[src/rtl/serial_adder_ctrl.sv]
// Bit-serial WIDTH-bit adder: one full-adder cell is reused LSB first over WIDTH
// cycles, with a start/busy/done handshake and a result register that only updates on completion.

module fa_cell (
    input  logic a_i,
    input  logic b_i,
    input  logic c_i,
    output logic s_o,
    output logic c_o
);
    assign s_o = a_i ^ b_i ^ c_i;
    assign c_o = (a_i & b_i) | (a_i & c_i) | (b_i & c_i);
endmodule

module serial_adder_ctrl #(
    parameter int WIDTH = 8
) (
    input  logic             clk,
    input  logic             rst,
    input  logic             start,
    input  logic [WIDTH-1:0] a,
    input  logic [WIDTH-1:0] b,
    input  logic             cin,
    output logic             busy,
    output logic             done,
    output logic [WIDTH-1:0] sum,
    output logic             cout
);
    localparam int CW = (WIDTH > 1) ? $clog2(WIDTH) : 1;

    typedef enum logic [1:0] {
        ST_IDLE = 2'd0,
        ST_RUN  = 2'd1,
        ST_DONE = 2'd2
    } state_t;

    state_t           state_q, state_d;
    logic [WIDTH-1:0] sh_a_q, sh_a_d;
    logic [WIDTH-1:0] sh_b_q, sh_b_d;
    logic [WIDTH-1:0] acc_q, acc_d;
    logic [WIDTH-1:0] sum_q, sum_d;
    logic [CW-1:0]    cnt_q, cnt_d;
    logic             carry_q, carry_d;
    logic             cout_q, cout_d;
    logic             busy_q, busy_d;
    logic             done_q, done_d;

    logic             fa_sum_s;
    logic             fa_carry_s;
    logic             last_bit_s;
    logic [WIDTH-1:0] acc_shift_s;

    fa_cell u_fa (
        .a_i (sh_a_q[0]),
        .b_i (sh_b_q[0]),
        .c_i (carry_q),
        .s_o (fa_sum_s),
        .c_o (fa_carry_s)
    );

    // New sum bit enters at the MSB so that after WIDTH shifts bit 0 sits at the LSB.
    assign acc_shift_s = (acc_q >> 1) | (WIDTH'(fa_sum_s) << (WIDTH - 1));
    assign last_bit_s  = (cnt_q == CW'(WIDTH - 1));

    // Next-state and datapath update for the sequencer.
    always_comb begin
        state_d = state_q;
        sh_a_d  = sh_a_q;
        sh_b_d  = sh_b_q;
        acc_d   = acc_q;
        sum_d   = sum_q;
        cnt_d   = cnt_q;
        carry_d = carry_q;
        cout_d  = cout_q;
        case (state_q)
            ST_IDLE: begin
                if (start) begin
                    sh_a_d  = a;
                    sh_b_d  = b;
                    carry_d = cin;
                    cnt_d   = {CW{1'b0}};
                    acc_d   = {WIDTH{1'b0}};
                    state_d = ST_RUN;
                end else begin
                    state_d = ST_IDLE;
                end
            end
            ST_RUN: begin
                sh_a_d  = sh_a_q >> 1;
                sh_b_d  = sh_b_q >> 1;
                acc_d   = acc_shift_s;
                carry_d = fa_carry_s;
                cnt_d   = cnt_q + CW'(1);
                if (last_bit_s) begin
                    sum_d   = acc_shift_s;
                    cout_d  = fa_carry_s;
                    cnt_d   = {CW{1'b0}};
                    state_d = ST_DONE;
                end else begin
                    state_d = ST_RUN;
                end
            end
            ST_DONE: begin
                state_d = ST_IDLE;
            end
            default: begin
                state_d = ST_IDLE;
            end
        endcase
        busy_d = (state_d == ST_RUN);
        done_d = (state_d == ST_DONE);
    end

    // State and output registers; reset aborts any operation in flight.
    always_ff @(posedge clk) begin
        if (rst) begin
            state_q <= ST_IDLE;
            sh_a_q  <= {WIDTH{1'b0}};
            sh_b_q  <= {WIDTH{1'b0}};
            acc_q   <= {WIDTH{1'b0}};
            sum_q   <= {WIDTH{1'b0}};
            cnt_q   <= {CW{1'b0}};
            carry_q <= 1'b0;
            cout_q  <= 1'b0;
            busy_q  <= 1'b0;
            done_q  <= 1'b0;
        end else begin
            state_q <= state_d;
            sh_a_q  <= sh_a_d;
            sh_b_q  <= sh_b_d;
            acc_q   <= acc_d;
            sum_q   <= sum_d;
            cnt_q   <= cnt_d;
            carry_q <= carry_d;
            cout_q  <= cout_d;
            busy_q  <= busy_d;
            done_q  <= done_d;
        end
    end

    assign busy = busy_q;
    assign done = done_q;
    assign sum  = sum_q;
    assign cout = cout_q;

endmodule

[config.mk]
export PLATFORM = sky130hd
export DESIGN_NAME = serial_adder_ctrl
export DESIGN_NICKNAME = d
export VERILOG_FILES = /design/src/rtl/serial_adder_ctrl.sv
export SDC_FILE = /design/constraint.sdc
export NUM_CORES = 1
export LEC_CHECK = 0
export CAP_MARGIN = 20
export CORE_MARGIN = 2
export CORE_UTILIZATION = 30
export DETAILED_ROUTE_END_ITERATION = 10
export DONT_BUFFER_PORTS = 1
export PLACE_DENSITY = 0.43
export SKIP_LAST_GASP = 1
export SLEW_MARGIN = 20
export SYNTH_ARGS = -nofsm -noshare
export SYNTH_HDL_FRONTEND = slang
export SYNTH_SLANG_ARGS = --single-unit
[constraint.sdc]
create_clock -name clk -period 2.1 [get_ports clk]
set_clock_uncertainty 0.2 [all_clocks]
set_input_delay 0.42 -clock clk [delete_from_list [all_inputs] [get_ports clk]]
set_output_delay 0.42 -clock clk [all_outputs]
set_load 0.1 [all_outputs]
# Word level (Yosys, flattened, before mapping)
# Index checks and enable logic that the tools add are counted.
[word_totals]
n_memories = 0
mem_bits_rw = 0
elab_cells = 42
latchBits = 0
out_inout_bits = 11
in_bits = 20
mem_bits_ro = 0
register_bits = 41
[op_classes]
mux = 14
n_mul = 0
n_eq_ne = 5
reduce_logical = 4
n_shift = 0
n_addsub = 1
bitwise = 8
n_div = 0
magnitude_cmp = 0
[op_table]
columns = ["op", "n"]
rows = [
  ["$pmux 8 s2", 3],
  ["$mux 8", 3],
  ["$or 7x8->8", 1],
  ["$mux 3", 2],
  ["$pmux 3 s2", 1],
  ["$eq 2x1->1 const B", 2],
  ["$pmux 2 s2", 1],
  ["$reduce_and 2->1", 2],
  ["$add 3x1->3 const B", 1],
  ["$and 1x1->1", 3],
  ["$eq 3x3->1 const B", 1],
  ["$eq 2x2->1 const B", 1],
  ["$logic_not 2->1", 1],
  ["$mux 1", 2],
  ["$mux 2", 1],
  ["$ne 2x2->1 const B", 1],
  ["$or 1x1->1", 2],
  ["$pmux 1 s2", 1],
  ["$reduce_bool 2->1", 1],
  ["$xor 1x1->1", 2],
]

# Logic depth before layout (Yosys ltp)
[logic_depth]
ltp_word = 4
mapped_depth = 6
mapped_depth_nobuf = 5

# By module
# A second synthesis with hierarchy kept.
[hier_totals]
hier_cells = 182
area_unflattened_um2 = 1564.0
[by_module_without_submodules]
columns = ["module", "seq_area_each_um2", "area_per_inst_um2", "cells_each", "n_inst"]
rows = [
  ["serial_adder_ctrl", 800.8, 1544.0, 181, 1],
  ["fa_cell", 0.0, 20.0, 1, 1],
]

# Worst setup path after synthesis
# Ideal clock, no wire load.
[synth_path]
kind = "flip-flop to flip-flop"
startpoint = "reg cnt_q[0]"
endpoint = "reg cout_q, in the netlist cout"
setup_ns = 0.071
n_path_buf = 1
required_time_ns = 1.829
t_arrival_ns = 1.275
stages_incl_launch_ff = 7
slack_ns = 0.554
synth_period_minus_slack_ns = 1.546
cell_sequence = "dfxtp_1 -> ha_1 -> ha_1 -> nand3b_1 -> clkbuf_1 -> nand2_1 -> a21oi_1"
[synth_between]
elab_chain_len = 2
[synth_rtl]
columns = ["element", "line", "rtl"]
rows = [
  ["start, declared", "42", "logic [CW-1:0] cnt_q, cnt_d;"],
  ["start signal, assigned", "122", "cnt_q <= {CW{1'b0}};"],
  ["start signal, assigned", "133", "cnt_q <= cnt_d;"],
  ["$eq 3x3->1", "63", "assign last_bit_s = (cnt_q == CW'(WIDTH - 1));"],
  ["$reduce_and 2->1 (no line)", "--", ""],
  ["end signal, assigned", "135", "cout_q <= cout_d;"],
  ["end, declared", "44", "logic cout_q, cout_d;"],
]
# Every way passes these cells.
# A chain may end at the register's enable or synchronous reset.

# Worst setup path in the final report
# Ends and elaborated chain as after synthesis.

==> impl_metrics.yaml <==
sta:
  setup_viol: 0
  layout_setup_ws_ns: 0.4952
  drv_slew: 0
  tightestPinTransition_ns: 0.5959
  grt_setup_unrepaired: "false"
  fmax_mhz: 623.1
  post-route-min-period_ns: 1.605
  finalCritPeriodShare_pct: 76.42
  fin_tns_setup_ns: 0
  hold_viol: 0
  slew_headroom_pct: 60.27
clock_network:
  cts_buffer_depth: 2
  clk_latency_ns: 0.29
  numCtsBuffers: 5
  htree_levels: 2
  cts_tree: "built"
  cts_hold_repair.buffers: 2
  cts-root-buf: "clkbuf_8"
  post_cts_resized: 0
  cts_setup_buffers: 0
  clkTransAtPathRegs_ns: 0.07
  clkSinkCount: 40
logic_synthesis:
  synth_top_family_by_area: "compound AO/OA/AOI/OAI gates"
  synthArstFlopShare_pct: 0
  synth_area_mm2: 0.001583
  ys_warn_count: 0
  syn_nets: 189
  synth-seq-cells: 40
  synthSimpleGateAreaFrac_pct: 14.94
  netlist_instances: 166
  synth_area_leader_cell: "dfxtp_1"
  synth_compound_area_share_pct: 16.13
  netlist_top_cells_count: "dfxtp_1, nor2_1, mux2i_1, a211oi_1, a22oi_1"
  synth.top_cell.area_share_pct: 50.59
  yosysSeqAreaShare_pct: 50.59
  synth_area_leaders: "dfxtp_1, mux2i_1, a211oi_1"
  synth_mux_area_share_pct: 10.12
  synth-main-ff-cell: "dfxtp_1"
  synth.avg_cell_area_um2: 9.535
  yosysUniqueCellTypes: 22
  synth_most_common_cell: "dfxtp_1"
  synthAdderAreaFrac_pct: 2.846
  synth_edf_count: 0
  synth-xor-area-share_pct: 0
placement:
  io_buffers: 0
  dp_hpwl_um: 2118
  gp_congestion: 0.7176
  pre_cts_slack_ns: 0.4997
  dp.cells: 237
hold_path:
  hold_class: "input pin to register"
global_route:
  grt_first_pass_wirelength_um: 5678
  grt_pass1_vias: 1214
  grt-ovfl-total: 0
  antenna_found_initial: 0
  grt_max_degree: 40
  grt_usage_pct: 12.45
cells_and_area:
  fill_cells: 545
  fin_nets: 199
  final_cells: 247
  n_antenna_cell: 0
  syn_to_final_growth_pct: 17.39
  drive_gt1_share_pct: 13.56
worst_setup_path:
  crit_arrival_ns: 1.62
  path_depth: 5
  crit_fanout: 11
  crit_path_end_kind: "register"
  worstPathCellList: "ha_1 -> ha_1 -> nand3b_1 -> nand2_1 -> a21oi_1"
  crit-reg2reg-launch: "cnt_q[0]$_SDFFE_PP0P_"
  crit_end: "cout$_SDFFE_PP0P_"
  cp-startpoint: "cnt_q[0]$_SDFFE_PP0P_"
  r2r_cells: 5
  start_kind: "register"
  cp_num_buf_inv: 0
  slowest_delay_ns: 0.34
  crit_type: "register to register"
  r2r_setup_slack_ns: 0.50
  r2r_end: "cout$_SDFFE_PP0P_"
  worstPathRequired_ns: 2.12
  cp_slowest_cell: "nand3b_1"
  path_common_cell: "ha_1"
  cp_top_family: "simple AND/OR/NAND/NOR gates"
pwr:
  p_leak_nw: 0.7402
  share_comb_of_total_power_pct: 8.4
  p_int_mw: 1.266
  swShare_pct: 21.87
  power_density_mw_per_mm2: 872.2
  ir_worst_vdd_v: 0.0002484
  power_switching_uw: 354.5
  p_seq_share_pct: 50.1
  clockPowerShare_pct: 41.5
floorplan:
  fp.dieH_um: 76.64
  dieWidth_um: 76.64
  start_util_pct: 30.99
  placementRows: 26
  core_area_mm2: 0.005107
  die_area_mm2: 0.005873
  io_pins: 31
route:
  drc: 0
  viasPerCell: 4.838
  wl_per_cell_um: 13.45
  wirelength_um: 3321
  num_vias: 1195
  drt-pass1-iter-count: 4
  ant_nets: 0
  drt_iter0_drc: 38
job:
  drv_cap: 0
run_status:
  outcome: "completed"
## registers in the layout, indices dropped and copies added, names as in the netlist
| name | count |
|---|---|
| acc_q | 7 |
| busy | 1 |
| state_q | 2 |
| done | 1 |
| sum | 8 |
| sh_a_q | 8 |
| cout | 1 |
| cnt_q | 3 |
| sh_b_q | 8 |
| carry_q | 1 |
## worst min path at each step
| stage | from | to | cells after the start |
|---|---|---|---|
| 6_report | b[7] | sh_b_q[7]$_SDFFE_PP0P_ | 2 |
| 5_1_grt | a[7] | sh_a_q[7]$_SDFFE_PP0P_ | 2 |
| 4_1_cts | a[7] | sh_a_q[7]$_SDFFE_PP0P_ | 2 |
| 3_5_place_dp | sum[6]$_SDFFE_PP0P_ | sum[6]$_SDFFE_PP0P_ | 2 |
| 3_3_place_gp | sum[6]$_SDFFE_PP0P_ | sum[6]$_SDFFE_PP0P_ | 2 |
| 2_1_floorplan | acc_q[1]$_SDFFE_PP0P_ | sum[0]$_SDFFE_PP0P_ | 2 |
## power by group through the flow
stage	registers, mW	clock network [mW]	logic, mW
floorplan	0.834	0	0.105
global placement	0.828	0	0.117
detailed placement	0.830	0	0.119
CTS	0.812	0.702	0.138
global route	0.816	0.743	0.152
finish	0.811	0.673	0.136
## per-stage QoR
| step | total power, mW | utilization, % | hold slack, ns | area (um^2) |
|---|---|---|---|---|
| 6_report | 1.621 | 36.38 | 0.08168 | 1858 |
| 5_1_grt | 1.710 | 36.38 | 0.08690 | 1858 |
| 4_1_cts | 1.651 | 36.38 | 0.07511 | 1858 |
| 3_5_place_dp | 0.9487 | 33.32 | 0.2473 | 1702 |
| 3_3_place_gp | 0.9453 | 33.32 | 0.2432 | 1702 |
| 2_1_floorplan | 0.9398 | - | 0.2432 | 1583 |
## cells in the final DEF (no fill, tap or decap), types with 2 or more instances in the layout
cell,instances
nand3_1,9
mux2i_1,16
a21oi_1,9
a22oi_1,12
nor3_1,2
clkbuf_8,7
buf_4,15
a211oi_1,15
nand2b_1,2
nor2_1,30
dfxtp_1,40
ha_1,2
nand2_1,9
## routing by layer
metal  vias up  track usage (%)  wire length, um
met5         -                0                0
met4         0            5.455               64
met3         5            6.280              223
met2        23            20.44             1512
met1       564            13.49             1520
li1        603                -                -
## kinds of logic (layout without fill, tap and decap cells)
group           count (synthesis)  in the layout
compound gates                 37             37
fa+ha+maj                       3              3
buf+inv                        15             26
flops                          40             40
mux                            16             16
simple gates                   55             55
## area by class of cell
cell class	count	area [um^2]	share of cell area, %
timing repair buffer	17	142.6	7.677
multi-input combinational	111	696.9	37.51
inverter	1	3.754	0.2020
sequential	40	800.8	43.10
tap	70	87.58	4.714
clock buffer	7	96.34	5.185
clock inverter	1	30.03	1.616
(Power assumes the default switching activity.)
